===== config.mk =====
export PLATFORM = sky130hd
export DESIGN_NAME = wash_seq_flat
export DESIGN_NICKNAME = d
export VERILOG_FILES = /design/src/rtl/wash_seq_if.sv /design/src/rtl/wash_seq.sv /design/src/flat_wrapper.sv
export SDC_FILE = /design/constraint.sdc
export NUM_CORES = 1
export LEC_CHECK = 0
export CAP_MARGIN = 20
export CORE_MARGIN = 8
export CORE_UTILIZATION = 25
export CTS_CLUSTER_DIAMETER = 150
export DETAILED_ROUTE_END_ITERATION = 8
export PLACE_DENSITY = 0.38
export SKIP_LAST_GASP = 1
export SYNTH_ARGS = -nofsm -noshare
export SYNTH_HDL_FRONTEND = slang
export SYNTH_SLANG_ARGS = --single-unit

===== constraint.sdc =====
create_clock -name clk -period 3.79 [get_ports clk]
set_clock_uncertainty 0.1 [all_clocks]
set_input_delay 0.758 -clock clk [delete_from_list [all_inputs] [get_ports clk]]
set_output_delay 0.758 -clock clk [all_outputs]
set_load 0.02 [all_outputs]

===== src/rtl/wash_seq_if.sv =====
// Switch/sensor inputs and actuator/LED outputs of the wash-programme sequencer.
// The master side drives the debounced inputs; the sequencer is the slave.
interface wash_seq_if;
    logic       start;
    logic       pause;
    logic       abort;
    logic       full;
    logic       empty;
    logic       cold;
    logic       ready;
    logic       water_in;
    logic       wash;
    logic       drain;
    logic       speed;
    logic       heat_r;
    logic       fault;
    logic [2:0] rinse_idx;

    modport master (
        output start, pause, abort, full, empty, cold,
        input  ready, water_in, wash, drain, speed, heat_r, fault, rinse_idx
    );

    modport slave (
        input  start, pause, abort, full, empty, cold,
        output ready, water_in, wash, drain, speed, heat_r, fault, rinse_idx
    );
endinterface


===== src/rtl/wash_seq.sv =====
// Wash-programme sequencer: fill/wash/drain/spin, then N_RINSE rinse cycles,
// with pause, forced-drain abort and fill/drain watchdogs.
module wash_seq #(
    parameter int unsigned CNT_W         = 28,
    parameter int unsigned WASH_TICKS    = 200000000,
    parameter int unsigned RINSE_TICKS   = 100000000,
    parameter int unsigned SPIN_TICKS    = 100000000,
    parameter int unsigned FILL_TIMEOUT  = 250000000,
    parameter int unsigned DRAIN_TIMEOUT = 250000000,
    parameter int unsigned N_RINSE       = 2
) (
    input  logic       clk,
    input  logic       reset,
    wash_seq_if.slave  bus
);
    typedef enum logic [2:0] {
        S_IDLE,
        S_FILL,
        S_WASH,
        S_RINSE,
        S_DRAIN,
        S_SPIN,
        S_ABORT_DRAIN,
        S_FAULT
    } state_t;

    localparam logic [CNT_W-1:0] WASH_LAST  = CNT_W'(WASH_TICKS - 1);
    localparam logic [CNT_W-1:0] RINSE_LAST = CNT_W'(RINSE_TICKS - 1);
    localparam logic [CNT_W-1:0] SPIN_LAST  = CNT_W'(SPIN_TICKS - 1);
    localparam logic [CNT_W-1:0] FILL_LAST  = CNT_W'(FILL_TIMEOUT - 1);
    localparam logic [CNT_W-1:0] DRAIN_LAST = CNT_W'(DRAIN_TIMEOUT - 1);
    localparam logic [2:0]       LAST_CYC   = 3'(N_RINSE);

    state_t           state, state_n;
    logic [CNT_W-1:0] timer, timer_n;
    logic [2:0]       cyc, cyc_n;
    logic             active;
    logic             paused;

    // abort and pause only act while a programme is actually running
    assign active = (state == S_FILL) || (state == S_WASH) || (state == S_RINSE) ||
                    (state == S_DRAIN) || (state == S_SPIN);
    assign paused = active && bus.pause;

    always_ff @(posedge clk or posedge reset) begin
        if (reset) begin
            state <= S_IDLE;
            timer <= '0;
            cyc   <= '0;
        end else begin
            state <= state_n;
            timer <= timer_n;
            cyc   <= cyc_n;
        end
    end

    always_comb begin
        state_n = state;
        cyc_n   = cyc;
        timer_n = timer + CNT_W'(1);
        if (active && bus.abort) begin
            state_n = S_ABORT_DRAIN;
        end else if (paused) begin
            timer_n = timer;
        end else begin
            unique case (state)
                S_IDLE: begin
                    if (bus.start) begin
                        state_n = S_FILL;
                        cyc_n   = '0;
                    end
                end
                S_FILL: begin
                    if (bus.full)
                        state_n = (cyc == '0) ? S_WASH : S_RINSE;
                    else if (timer == FILL_LAST)
                        state_n = S_FAULT;
                end
                S_WASH:  if (timer == WASH_LAST)  state_n = S_DRAIN;
                S_RINSE: if (timer == RINSE_LAST) state_n = S_DRAIN;
                S_DRAIN: begin
                    if (bus.empty)
                        state_n = S_SPIN;
                    else if (timer == DRAIN_LAST)
                        state_n = S_FAULT;
                end
                S_SPIN: begin
                    if (timer == SPIN_LAST) begin
                        if (cyc == LAST_CYC) begin
                            state_n = S_IDLE;
                        end else begin
                            cyc_n   = cyc + 3'd1;
                            state_n = S_FILL;
                        end
                    end
                end
                S_ABORT_DRAIN: if (bus.empty) state_n = S_IDLE;
                S_FAULT: ;
                default: state_n = S_IDLE;
            endcase
        end
        // IDLE always reports cycle 0, including after an abort
        if (state_n == S_IDLE)
            cyc_n = '0;
        if (state_n != state)
            timer_n = '0;
    end

    always_comb begin
        bus.ready     = (state == S_IDLE);
        bus.fault     = (state == S_FAULT);
        bus.rinse_idx = cyc;
        bus.water_in  = 1'b0;
        bus.wash      = 1'b0;
        bus.drain     = 1'b0;
        bus.speed     = 1'b0;
        bus.heat_r    = 1'b0;
        if (!paused) begin
            unique case (state)
                S_FILL:  bus.water_in = 1'b1;
                S_WASH: begin
                    bus.wash   = 1'b1;
                    bus.heat_r = bus.cold;
                end
                S_RINSE: bus.wash = 1'b1;
                S_DRAIN, S_ABORT_DRAIN: bus.drain = 1'b1;
                S_SPIN: begin
                    bus.drain = 1'b1;
                    bus.speed = 1'b1;
                end
                default: ;
            endcase
        end
    end
endmodule


===== src/flat_wrapper.sv =====
// flat-port wrapper written by rule: the top's interface ports become plain ports
module wash_seq_flat 
#(
    parameter int unsigned CNT_W         = 28,
    parameter int unsigned WASH_TICKS    = 200000000,
    parameter int unsigned RINSE_TICKS   = 100000000,
    parameter int unsigned SPIN_TICKS    = 100000000,
    parameter int unsigned FILL_TIMEOUT  = 250000000,
    parameter int unsigned DRAIN_TIMEOUT = 250000000,
    parameter int unsigned N_RINSE       = 2
)
  (clk, reset, bus_start, bus_pause, bus_abort, bus_full, bus_empty, bus_cold, bus_ready, bus_water_in, bus_wash, bus_drain, bus_speed, bus_heat_r, bus_fault, bus_rinse_idx);
  wash_seq_if bus_i ();
  input  logic clk;
  input  logic reset;
  input wire logic [$bits(bus_i.start)-1:0] bus_start;
  input wire logic [$bits(bus_i.pause)-1:0] bus_pause;
  input wire logic [$bits(bus_i.abort)-1:0] bus_abort;
  input wire logic [$bits(bus_i.full)-1:0] bus_full;
  input wire logic [$bits(bus_i.empty)-1:0] bus_empty;
  input wire logic [$bits(bus_i.cold)-1:0] bus_cold;
  output wire logic [$bits(bus_i.ready)-1:0] bus_ready;
  output wire logic [$bits(bus_i.water_in)-1:0] bus_water_in;
  output wire logic [$bits(bus_i.wash)-1:0] bus_wash;
  output wire logic [$bits(bus_i.drain)-1:0] bus_drain;
  output wire logic [$bits(bus_i.speed)-1:0] bus_speed;
  output wire logic [$bits(bus_i.heat_r)-1:0] bus_heat_r;
  output wire logic [$bits(bus_i.fault)-1:0] bus_fault;
  output wire logic [$bits(bus_i.rinse_idx)-1:0] bus_rinse_idx;
  assign bus_i.start = bus_start;
  assign bus_i.pause = bus_pause;
  assign bus_i.abort = bus_abort;
  assign bus_i.full = bus_full;
  assign bus_i.empty = bus_empty;
  assign bus_i.cold = bus_cold;
  assign bus_ready = bus_i.ready;
  assign bus_water_in = bus_i.water_in;
  assign bus_wash = bus_i.wash;
  assign bus_drain = bus_i.drain;
  assign bus_speed = bus_i.speed;
  assign bus_heat_r = bus_i.heat_r;
  assign bus_fault = bus_i.fault;
  assign bus_rinse_idx = bus_i.rinse_idx;
  wash_seq #(.CNT_W(CNT_W), .WASH_TICKS(WASH_TICKS), .RINSE_TICKS(RINSE_TICKS), .SPIN_TICKS(SPIN_TICKS), .FILL_TIMEOUT(FILL_TIMEOUT), .DRAIN_TIMEOUT(DRAIN_TIMEOUT), .N_RINSE(N_RINSE)) u_core (.clk(clk), .reset(reset), .bus(bus_i));
endmodule

==> run summary <==
outcome: finished, final reports clean
clock buffer count from CTS: 5
max_cap viols: 0
CTS tree: built
largest cells by area after synthesis: dfrtp_1 (38%), nor2_1 (7.2%), xor2_1 (6.2%)
Avg Cell Area, Syn: 8.59 um2
Pins Over Slew Limit: 0
FF+latch count, synth: 34
flip-flop and latch area: 851 um2
library cells used by synthesis: 52
Synth Warn #: 0
Die X-Extent: 111 um
critical path class: primary input to output pin
power density over the cells: 514 nW/um2
post-DP HPWL: 4690 um
Min-Delay Path Class: flop to flop
nets: 298
data arrival time of the critical path: 2.45 ns
GR Layer Usage met3: 2.33%
antenna violations before repair: 0
total via count in the routed design: 2007
Main synth FF type: dfrtp_1
DRT Pass-1 Iters: 4
synthesized cell area: 2250 um2
clk sinks: 34
hold_buf cts: 0
reg2reg setup slack: 0.85 ns
vias in the first global route: 1965
antenna cells: 0
syn_nets: 274
latest clock arrival within the worst-skew pair: 0.29 ns
FFs w/ async S/R, synth: 100%
Core Rows: 34
Rel. slew slack: 59.8%
DP Area: 2580 um2
root buf cell: clkbuf_8
Die Area: 12300 um2
Yosys top cell area share: 37.8%
CP endpoint kind: output pin
htree depth: 2
count leader, synth: nor2_1
most common library cells after synthesis: nor2_1 (43), dfrtp_1 (34), nand2_1 (20), nand3_1 (16), xor2_1 (16)
FMAX: 0.302 GHz
share of cells above drive strength 1: 8.42%
CP startpoint kind: primary input
Top Ports: 18
Area Growth Syn to Fin: 18.5%
DR WL/cell: 15.9 um
leakage: 1.02 nW
GRT Total Usage: 10.0%
Routed WL: 6250 um
worst reg2reg path depth: 8
initial cell density of the core: 25.8%
CP max FO: 9
unrepaired setup endpoints after global routing: false
GR Overflow Total: 0
Post-synth EDFFs: 0
Final Cell Area: 2670 um2
post-CTS setup buffers: 0
FILL cells: 943
PortBufs: 17
# DRC: 0
area of the multi-input gates: 1310 um2
final period utilization: 87.2%
CORE AREA: 8720 um2
vias per cell: 5.11
Worst Tran Pin Value: 0.599 ns
Fin. Hold Viols: 0
synthesized instance count: 262
met1 GRT Util: 12.7%
hold path cells: 1
initial DRC count: 131
met2 Track Usage GR: 16.4%
maximum VDD drop: 0.180 mV
sequential fraction of the synthesis area: 37.8%
grt peak-use layer: met2
clock buffer depth: 2
Period minus WS final: 3.31 ns
Critical Path RT: 2.93 ns
Final ANT Viol Nets: 0
largest area contributor in the netlist: dfrtp_1
GPL Wtd Cong: 0.769
CTS-repair resized insts: 0
die height: 111 um
Setup violations, final: 0
largest net degree at the start of global routing: 35
first-pass GRT wire length: 10200 um
clk slew on worst S/H paths: 0.06 ns
Setup TNS: 0 ns
## routing by layer
layer	wire length (um)	vias to the layer above
li1	-	981
met3	261	5
met4	46	0
met2	2900	47
met5	0	-
met1	3040	974
## cell usage in the layout, fill, tap and decap left out, types with 3 or more instances in the layout
master,synthesis,routed
nor2_1,43,43
dfrtp_1,34,34
nand2_1,20,20
clkdlybuf4s50_1,0,17
nand3_1,16,16
xor2_1,16,16
inv_1,11,11
nor3_1,11,11
xnor2_1,11,11
nand4_1,9,9
a21oi_1,9,9
buf_4,0,7
o21ai_0,6,6
clkbuf_8,0,6
and3_1,5,5
nand2b_1,5,5
ha_1,4,4
a31oi_1,3,3
or4_1,3,3
a22oi_1,3,3
## area by class of cell
type | instances | area share, %
inverters | 11 | 1.55
multi-input cells | 209 | 49.3
repair buffers | 25 | 9.10
flip-flops and latches | 34 | 31.9
clock buffers | 6 | 3.10
well taps | 108 | 5.07
## power by group
group          internal (mW)  switching [mW]  total [mW]
Clock                  0.140           0.126       0.266
Combinational          0.260           0.440       0.699
Sequential             0.390          0.0161       0.406
## final timing paths
kind	from	endpoint
setup reg to reg	u_core.timer[14]$_DFFE_PP0P_	u_core.timer[18]$_DFFE_PP0P_
setup / recovery	bus_pause	bus_drain
min in group asynchronous	reset	u_core.bus.rinse_idx[1]$_DFFE_PP0P_
hold reg to reg	u_core.bus.rinse_idx[2]$_DFFE_PP0P_	u_core.bus.rinse_idx[2]$_DFFE_PP0P_
hold / removal	u_core.bus.rinse_idx[2]$_DFFE_PP0P_	u_core.bus.rinse_idx[2]$_DFFE_PP0P_
max in group asynchronous	reset	u_core.timer[6]$_DFFE_PP0P_
## logic make-up (layout without fill, tap and decap cells)
kind of cell,after synthesis,after routing,synth area share (%)
AND/OR/NAND/NOR,134,134,31.1
AO/OA/AOI/OAI,43,43,14.1
flip-flops,34,34,37.8
XOR/XNOR,27,27,10.5
buffers and inverters,19,42,3.84
adder cells (fa/ha/maj),4,4,2.22
multiplexers,1,1,0.445
## worst max-delay path, cell delays in order
cell and delay, ns:
clkdlybuf4s50_1 0.68, inv_1 0.22, o211a_1 0.25, clkdlybuf4s50_1 0.54
## registers in the layout (all words and copies together), names as in the netlist
name,cells
u_core.state,3
u_core.timer,28
u_core.bus.rinse_idx,3
## stage by stage
stage / utilization, % / hold slack [ns] / instances / worst slack [ns] / power (mW)
floorplan: - / 0.417 / 262 / 1.09 / 0.896
global placement: 29.6 / 0.441 / 387 / 0.529 / 1.13
detailed placement: 29.6 / 0.437 / 387 / 0.515 / 1.12
CTS: 30.6 / 0.447 / 393 / 0.492 / 1.40
global route: 30.6 / 0.476 / 393 / 0.394 / 1.47
finish: 30.6 / 0.441 / 393 / 0.484 / 1.37
Note: power is estimated with default switching activity, not from simulation.
